<file path="src/rtl/stream_in_pkg.sv">
// Shared constants and element type for the systolic-array serial stream
// (transmitter and receiver sides).
package stream_in_pkg;

  localparam int unsigned DEF_DATA_WIDTH = 16;
  localparam int unsigned DEF_TOTAL_ELEM = 10;

  typedef logic [DEF_DATA_WIDTH-1:0] elem_t;

endpackage

</file>
<file path="src/rtl/stream_in.sv">
// Serial-to-bus deserializer: gathers TOTAL_ELEM valid beats into one frame
// and offers it on a registered valid/ready output.
module stream_in
  import stream_in_pkg::*;
#(
  parameter int unsigned                   DATA_WIDTH = DEF_DATA_WIDTH,
  parameter logic [DATA_WIDTH-1:0]         RESET_VAL  = '0,
  parameter int unsigned                   TOTAL_ELEM = DEF_TOTAL_ELEM,
  parameter int unsigned                   IDX_WIDTH  = $clog2(TOTAL_ELEM)
) (
  input  logic                                   clk_i,
  input  logic                                   rst_ni,
  input  logic [DATA_WIDTH-1:0]                  stream_data_i,
  input  logic                                   stream_valid_i,
  input  logic                                   stream_clr_i,
  output logic [TOTAL_ELEM-1:0][DATA_WIDTH-1:0]  bus_data_o,
  output logic                                   bus_valid_o,
  input  logic                                   bus_ready_i,
  output logic                                   frame_busy_o,
  output logic                                   overflow_o
);

  localparam logic [IDX_WIDTH-1:0] LAST_IDX = IDX_WIDTH'(TOTAL_ELEM - 1);

  // The last beat never sits in the shadow: it goes straight into the
  // output register on the completing edge.
  logic [DATA_WIDTH-1:0] shadow_q [0:TOTAL_ELEM-2];
  logic [IDX_WIDTH-1:0]  idx_q;

  logic last_beat;
  logic xfer;
  logic load_frame;
  logic drop_frame;

  // Handshake: a frame is handed over on every edge where bus_valid_o and
  // bus_ready_i are both high; while bus_valid_o is high and bus_ready_i low,
  // bus_data_o/bus_valid_o are frozen. bus_valid_o comes only from a register.
  assign last_beat  = stream_valid_i && (idx_q == LAST_IDX);
  assign xfer       = bus_valid_o && bus_ready_i;
  assign load_frame = last_beat && (!bus_valid_o || bus_ready_i);
  assign drop_frame = last_beat && bus_valid_o && !bus_ready_i;

  assign frame_busy_o = (idx_q != '0);

  always_ff @(posedge clk_i or negedge rst_ni) begin
    if (!rst_ni) begin
      idx_q       <= '0;
      bus_valid_o <= 1'b0;
      overflow_o  <= 1'b0;
      for (int i = 0; i < TOTAL_ELEM - 1; i++) shadow_q[i] <= RESET_VAL;
      for (int i = 0; i < TOTAL_ELEM; i++) bus_data_o[i] <= RESET_VAL;
    end else if (stream_clr_i) begin
      idx_q       <= '0;
      bus_valid_o <= 1'b0;
      overflow_o  <= 1'b0;
      for (int i = 0; i < TOTAL_ELEM; i++) bus_data_o[i] <= RESET_VAL;
    end else begin
      if (stream_valid_i) begin
        idx_q <= (idx_q == LAST_IDX) ? '0 : idx_q + 1'b1;
        for (int i = 0; i < TOTAL_ELEM - 1; i++) begin
          if (idx_q == IDX_WIDTH'(i)) shadow_q[i] <= stream_data_i;
        end
      end

      if (load_frame) begin
        for (int i = 0; i < TOTAL_ELEM - 1; i++) bus_data_o[i] <= shadow_q[i];
        bus_data_o[TOTAL_ELEM-1] <= stream_data_i;
        bus_valid_o              <= 1'b1;
      end else if (xfer) begin
        bus_valid_o <= 1'b0;
      end

      if (drop_frame) overflow_o <= 1'b1;
    end
  end

endmodule
</file>
<file path="config.mk">
export PLATFORM = sky130hd
export DESIGN_NAME = stream_in
export DESIGN_NICKNAME = d
export VERILOG_FILES = /design/src/rtl/stream_in_pkg.sv /design/src/rtl/stream_in.sv
export SDC_FILE = /design/constraint.sdc
export NUM_CORES = 1
export LEC_CHECK = 0
export ABC_AREA = 1
export BUFFER_PORTS_ARGS = -buffer_cell sky130_fd_sc_hd__buf_2
export CORE_ASPECT_RATIO = 0.5
export CORE_MARGIN = 4
export CORE_UTILIZATION = 50
export CTS_BUF_LIST = sky130_fd_sc_hd__clkbuf_4 sky130_fd_sc_hd__clkbuf_8
export DETAILED_ROUTE_END_ITERATION = 7
export PLACE_DENSITY = 0.71
export SYNTH_ARGS = -nofsm -noshare
export SYNTH_HDL_FRONTEND = slang
export SYNTH_SLANG_ARGS = --single-unit
</file>
<file path="constraint.sdc">
create_clock -name clk_i -period 2.1 [get_ports clk_i]
set_clock_uncertainty 0.05 [all_clocks]
set_input_delay 0.105 -clock clk_i [delete_from_list [all_inputs] [get_ports clk_i]]
set_output_delay 0.105 -clock clk_i [all_outputs]
set_load 0.1 [all_outputs]
</file>
==> results_dict.tcl, run 1 <==
set metrics [dict create \
    status "complete, no violations" \
    synthSimpleGateAreaFrac_pct 25.5 \
    fin_crit_sh_pct 89.8 \
    setup_viol 0 \
    synth-xor-area-share_pct 0 \
    p_sw_share_pct 24.0 \
    regToRegStartpoint "bus_valid_o" \
    p_per_area_nw_per_um2 861 \
    design.core.area_sq_um 24000 \
    cts_tree "yes" \
    syn_area_per_cell_sq_um 9.66 \
    grt_max_degree 103 \
    crit_type "flop to flop" \
    gr-total-overflow 0 \
    clk_pin_slew_ns 0.07 \
    pin_count 184 \
    drt_pass1_iterations 5 \
    wl_per_cell_um 19.4 \
    required_ns 2.55 \
    gp_congestion 0.798 \
    total_power_mw 12.7 \
    syn_inst 1264 \
    layout_min_cycle_time_ns 1.89 \
    start_util_pct 50.8 \
    nets 1454 \
    layout.cells.most_common "nand2_1" \
    synth_nets 1285 \
    drt_wl_total_um 34600 \
    p_sw_mw 3.04 \
    met3_usage_pct 5.03 \
    synth_top_family_by_area "simple AND/OR/NAND/NOR gates" \
    hold_viol 0 \
    pwr-share-comb_pct 6.2 \
    p_leak_nw 8.00 \
    grt_usage_pct 25.5 \
    fin_cells 1781 \
    final_max_slew_viol_count 0 \
    timing.rr.end "bus_data_o[93]" \
    yosysSeqAreaShare_pct 63.5 \
    syn_to_final_growth_pct 20.3 \
    die_w_um 229 \
    synthAdderAreaFrac_pct 0 \
    design_area_sq_um 14700 \
    grt_pass1_vias 10000 \
    rsz0062_at_grt "no" \
    post_cts_buffers 0 \
    die_area_sq_um 27100 \
    grt_util_met1_pct 36.9 \
    synthMuxAreaShare_pct 0 \
    max_slew.worst_pin.slew_ns 0.918 \
    hp-class "primary input to asynchronous set/reset pin" \
    fin_setup_tns_ns 0 \
    netlist_area_sq_um 12200 \
    post_cts_resized 0 \
    p_int_mw 9.61 \
    rrSetupSlack_ns 0.21 \
    hold_buffers 20 \
    clk_path_buf_depth 3 \
    fp.dieH_um 119 \
    vias_per_cell 5.75 \
    n_antenna_cell 0 \
    grt_pass1_wl_um 55800 \
    cts_root_buf "clkbuf_8" \
    drc 0 \
    fp-row-count 40 \
    power_frac_seq_pct 51.9 \
    placed_area_sq_um 13500 \
    clock-sinks 310 \
    yosys_register_bits 310 \
    synth.distinct_cells 16 \
    drive_gt1_share_pct 20.6 \
    htree_num_levels 2 \
    num_vias 10200 \
    grt.busiest_layer "met2" \
    drt_iter0_markers 1219 \
    antenna_found_initial 1 \
    nFillCells 2005 \
    insertion_delay_ns 0.56 \
    grt_use_met2_pct 39.4 \
    synth_warnings 0 \
    fmax_mhz 530 \
    numCtsBuffers 45 \
    drv_cap 0 \
    startpoint_type "flop" \
    p_clk_share_pct 41.9 \
    arrival_ns 2.33 \
    synth_compound_area_share_pct 6.17 \
    peakVddDrop_uv 422 \
    io_buffers 183 \
    dpl.hpwl_um 20400 \
    cp_max_fo 85 \
    ff2ff_path_depth 7 \
    dp.cells 1681 \
    mostFrequentLayoutCells "nand2_1, dfrtp_1, buf_2, nand3_1, nand4_1" \
    max-slew-margin-rel_pct 38.8 \
    end_kind "flop" \
    ant_nets 0 \
]
## Yosys cell counts
cell | instances | area (sq um)
clkinv_1 | 1 | 3.75
nor2_4 | 2 | 22.5
buf_4 | 9 | 67.6
clkbuf_1 | 78 | 293
o21ai_0 | 148 | 741
nand4_1 | 162 | 1010
buf_2 | 17 | 85.1
dfrtp_1 | 310 | 7760
inv_2 | 3 | 11.3
inv_1 | 25 | 93.8
nor2_1 | 12 | 45.0
o21a_1 | 1 | 7.51
nand2_1 | 319 | 1200
buf_1 | 9 | 33.8
a21oi_1 | 1 | 5.00
nand3_1 | 167 | 836
## power groups by stage
| stage | Sequential [mW] | Clock [mW] | Combinational [mW] |
|---|---|---|---|
| 3_3_place_gp | 6.64 | 0 | 0.733 |
| 5_1_grt | 6.60 | 5.72 | 0.909 |
| 3_5_place_dp | 6.65 | 0 | 0.765 |
| 4_1_cts | 6.55 | 5.39 | 0.796 |
| 2_1_floorplan | 6.60 | 0 | 0.418 |
| 6_report | 6.56 | 5.30 | 0.788 |
## critical path, cell delays in order (launching register included)
cell	delay, ns
dfrtp_1	0.39
inv_1	0.06
nor2_1	0.03
buf_4	0.14
inv_4	0.07
buf_4	0.68
nand4_1	0.24
nand2_1	0.10
## stage by stage
stage / setup slack, ns / util (%) / hold WS (ns)
floorplan: 0.0200 / - / -0.241
global placement: 0.289 / 56.1 / 0.0427
detailed placement: 0.278 / 56.1 / 0.0420
CTS: 0.220 / 61.2 / 0.0237
global route: 0.0735 / 61.2 / 0.0561
finish: 0.214 / 61.2 / 0.0222
## sequential cells by signal, indices dropped and copies added, names as in the netlist
| signal | flops |
|---|---|
| bus_data_o | 160 |
| shadow_q | 144 |
| idx_q | 4 |
| bus_valid_o | 1 |
| overflow_o | 1 |
## cell type report
type | instances | area, sq um | area share (%)
Timing Repair Buffer | 235 | 1530 | 10.4
Sequential cell | 310 | 7760 | 52.8
Clock buffer | 77 | 972 | 6.62
Tap cell | 315 | 394 | 2.68
Multi-Input combinational cell | 812 | 3880 | 26.4
Inverter | 29 | 119 | 0.809
Clock inverter | 3 | 40.0 | 0.273
## worst max path at each step
| stage | from | endpoint |
|---|---|---|
| after CTS | idx_q[1] | frame_busy_o |
| after global placement | bus_valid_o | bus_data_o[93] |
| after global routing | bus_valid_o | bus_data_o[93] |
| final | bus_valid_o | bus_data_o[93] |
| after detailed placement | bus_valid_o | bus_data_o[93] |
| after floorplan | bus_valid_o | bus_data_o[100] |
## routing by layer
layer	share of wire [%]	vias to the layer above
met5	0	-
met4	2.6	0
met3	8.1	66
met2	46	439
met1	43	5046
li1	-	4689
## logic make-up after synthesis
family,after synthesis
AND/OR/NAND/NOR,662
buffers and inverters,142
AO/OA/AOI/OAI,150
flip-flops,310
Power figures use the tool's default switching activity.
==> inputs of run 2 (changes only) <==
--- a/config.mk
+++ b/config.mk
@@ -5,7 +5,6 @@
 export SDC_FILE = /design/constraint.sdc
 export NUM_CORES = 1
 export LEC_CHECK = 0
-export ABC_AREA = 1
 export BUFFER_PORTS_ARGS = -buffer_cell sky130_fd_sc_hd__buf_2
 export CORE_ASPECT_RATIO = 0.5
 export CORE_MARGIN = 4
==> run 2 against run 1 <==
Cell count is 7.6% lower; clock-buffer cell count unchanged; critical path type is now flop to output port; largest power group unchanged; die area is 12% higher; routed wire length is 5.9% lower; core utilization increased by 0.11 points; clock power rose by 3%.
==> results_dict.tcl, run 2 <==
set metrics [dict create \
    status "complete, no violations" \
    path_cells "buf_6, or4_4, buf_12" \
    grt_max_degree 283 \
    htree_num_levels 2 \
    dpl.hpwl_um 19900 \
    clk_pin_slew_ns 0.07 \
    layout_min_cycle_time_ns 2.05 \
    fin_crit_sh_pct 97.8 \
    hold_viol 0 \
    timing.rr.end "shadow_q[7]" \
    netlist_area_sq_um 13700 \
    wl_met3_um 1280 \
    die_w_um 242 \
    drv_cap 0 \
    die_area_sq_um 30400 \
    antenna_found_initial 3 \
    num_vias 8560 \
    synthTopCellsByArea "dfrtp_1, nand2b_1, mux2i_1, mux2_2, mux2_4" \
    drt_wl_total_um 32500 \
    startpoint_type "flop" \
    drc 0 \
    ff2ff_path_depth 6 \
    setup_viol 0 \
    critPathLaunch "idx_q[0]" \
    synth-edff-count 0 \
    synth_compound_area_share_pct 0.255 \
    start_util_pct 51.4 \
    synthAdderAreaFrac_pct 0 \
    io_buffers 183 \
    crit_buf_inv 2 \
    synth_top_flop_cell "dfrtp_1" \
    numCtsBuffers 45 \
    max_slew.worst_pin.slew_ns 0.877 \
    synth_top_family_by_area "multiplexers" \
    synth.distinct_cells 32 \
    syn_inst 1056 \
    layout.cells.most_common "nand2b_1" \
    critPathCapture "frame_busy_o" \
    synthSimpleGateAreaFrac_pct 16.1 \
    peakVddDrop_uv 365 \
    reg_top3 "bus_data_o (160), shadow_q (144), idx_q (4)" \
    yosys_register_bits 310 \
    fp.dieH_um 125 \
    p_per_area_nw_per_um2 798 \
    total_power_mw 13.1 \
    synth-xor-area-share_pct 0.127 \
    clk_path_buf_depth 3 \
    max-slew-margin-rel_pct 41.5 \
    clock-sinks 310 \
    ant_nets 0 \
    largest_reg_flops 160 \
    end_kind "output port" \
    rrSetupSlack_ns 0.16 \
    path_depth 3 \
    met1Wirelength_um 15000 \
    gr-total-overflow 0 \
    cp_max_fo 6 \
    p_leak_nw 7.70 \
    drt_iter0_markers 578 \
    synth_nets 1077 \
    grt_usage_pct 21.5 \
    utilization_pct 61.3 \
    yosysSeqAreaShare_pct 56.5 \
    fp-row-count 42 \
    fmax_mhz 487 \
    syn_area_per_cell_sq_um 13.0 \
    syn_to_final_growth_pct 19.3 \
    gp_congestion 0.797 \
    insertion_delay_ns 0.57 \
    vias_per_cell 5.20 \
    design.core.area_sq_um 26700 \
    synthMuxAreaShare_pct 23.7 \
    yosysMostFrequentCell "nand2b_1" \
    synth_top_cells_by_count "nand2b_1, dfrtp_1, mux2i_1" \
    yosysTopAreaCell "dfrtp_1" \
    drt_pass1_iterations 4 \
    crit_type "flop to output port" \
    regMostFlops "bus_data_o" \
    async_flop_share_pct 100 \
    synth_warnings 0 \
    final_max_slew_viol_count 0 \
    cpPeakStageDelay_ns 0.57 \
    hp-class "primary input to flop" \
    grt_pass1_wl_um 51800 \
    met2_length_um 15800 \
    crit_family "simple AND/OR/NAND/NOR gates" \
    mostFrequentLayoutCells "nand2b_1, dfrtp_1, buf_2, mux2i_1, mux2_2" \
    drive_gt1_share_pct 35.0 \
    grt_pass1_vias 9156 \
    cts_root_buf "clkbuf_8" \
    crit_slowest_cell "or4_4" \
    nets 1278 \
    wl_per_cell_um 19.8 \
    required_ns 1.95 \
    top_layer "met4" \
    regToRegStartpoint "idx_q[0]" \
    yosysTopAreaCellShare_pct 56.5 \
    arrival_ns 1.90 \
    cts_tree "yes" \
    pin_count 184 \
]
-- run 2: per-stage QoR --
step / instances / setup WS [ns] / hold slack, ns / setup TNS, ns / area, sq um
6_report: 1645 / 0.0471 / 0.436 / 0 / 16400
5_1_grt: 1645 / -0.0138 / 0.433 / -0.0138 / 16400
4_1_cts: 1640 / 0.000981 / 0.377 / 0 / 16400
3_5_place_dp: 1535 / 0.249 / 0.00470 / 0 / 15000
3_3_place_gp: 1535 / 0.282 / -0.000347 / 0 / 15000
2_1_floorplan: 1056 / 0.0181 / -0.241 / 0 / 13700
-- run 2: worst min path at each step --
stage                            from              end  slack [ns]  cells after the start
finish              stream_data_i[15]  bus_data_o[159]        0.44                      4
CTS                 stream_data_i[15]  bus_data_o[159]        0.38                      4
global placement               rst_ni    shadow_q[143]     -0.0003                      1
global route        stream_data_i[15]  bus_data_o[159]        0.43                      4
floorplan                      rst_ni    bus_data_o[0]       -0.24                      0
detailed placement             rst_ni   bus_data_o[95]       0.005                      1
-- run 2: worst min-delay path, cell delays in order --
cell and delay (ns):
dlygate4sd3_1 0.54, buf_2 0.20, nand2b_1 0.10, mux2i_1 0.07
-- run 2: kinds of logic (layout without fill, tap and decap cells) --
logic type | after synthesis | after routing
AOI/OAI and AO/OA | 6 | 6
xor gates and xnor gates | 2 | 2
buffers and inverters | 85 | 321
DFF | 310 | 310
muxes | 304 | 304
other | 0 | 1
and+or+nand+nor | 349 | 349
-- run 2: per-layer routing --
metal,GRT usage [%],vias to the layer above
li1,-,3912
met2,35.4,160
met4,5.83,0
met5,0,-
met1,29.8,4447
met3,3.85,41
-- run 2: timing repair --
action                                  4_1_cts  5_1_grt
hold buffers                                 23        0
endpoints found under the setup margin        1        1
pin swaps                                     0        1
endpoints found under the hold margin       356        0
resized for setup                             5        1
setup buffers                                 0        4
-- run 2: power breakdown --
group | switching (mW) | internal [mW] | leakage, nW
clock | 2.33 | 3.13 | 0.551
sequential | 0.206 | 6.35 | 4.23
combinational | 0.521 | 0.544 | 2.91
-- run 2: area by class of cell --
cell class	count	area [sq um]
diodes	1	2.50
clock buffers	77	966
clock inverters	5	77.6
fillers	2130	10400
multi-input cells	661	5530
flip-flops and latches	310	7760
well taps	352	440
repair buffers	239	1610
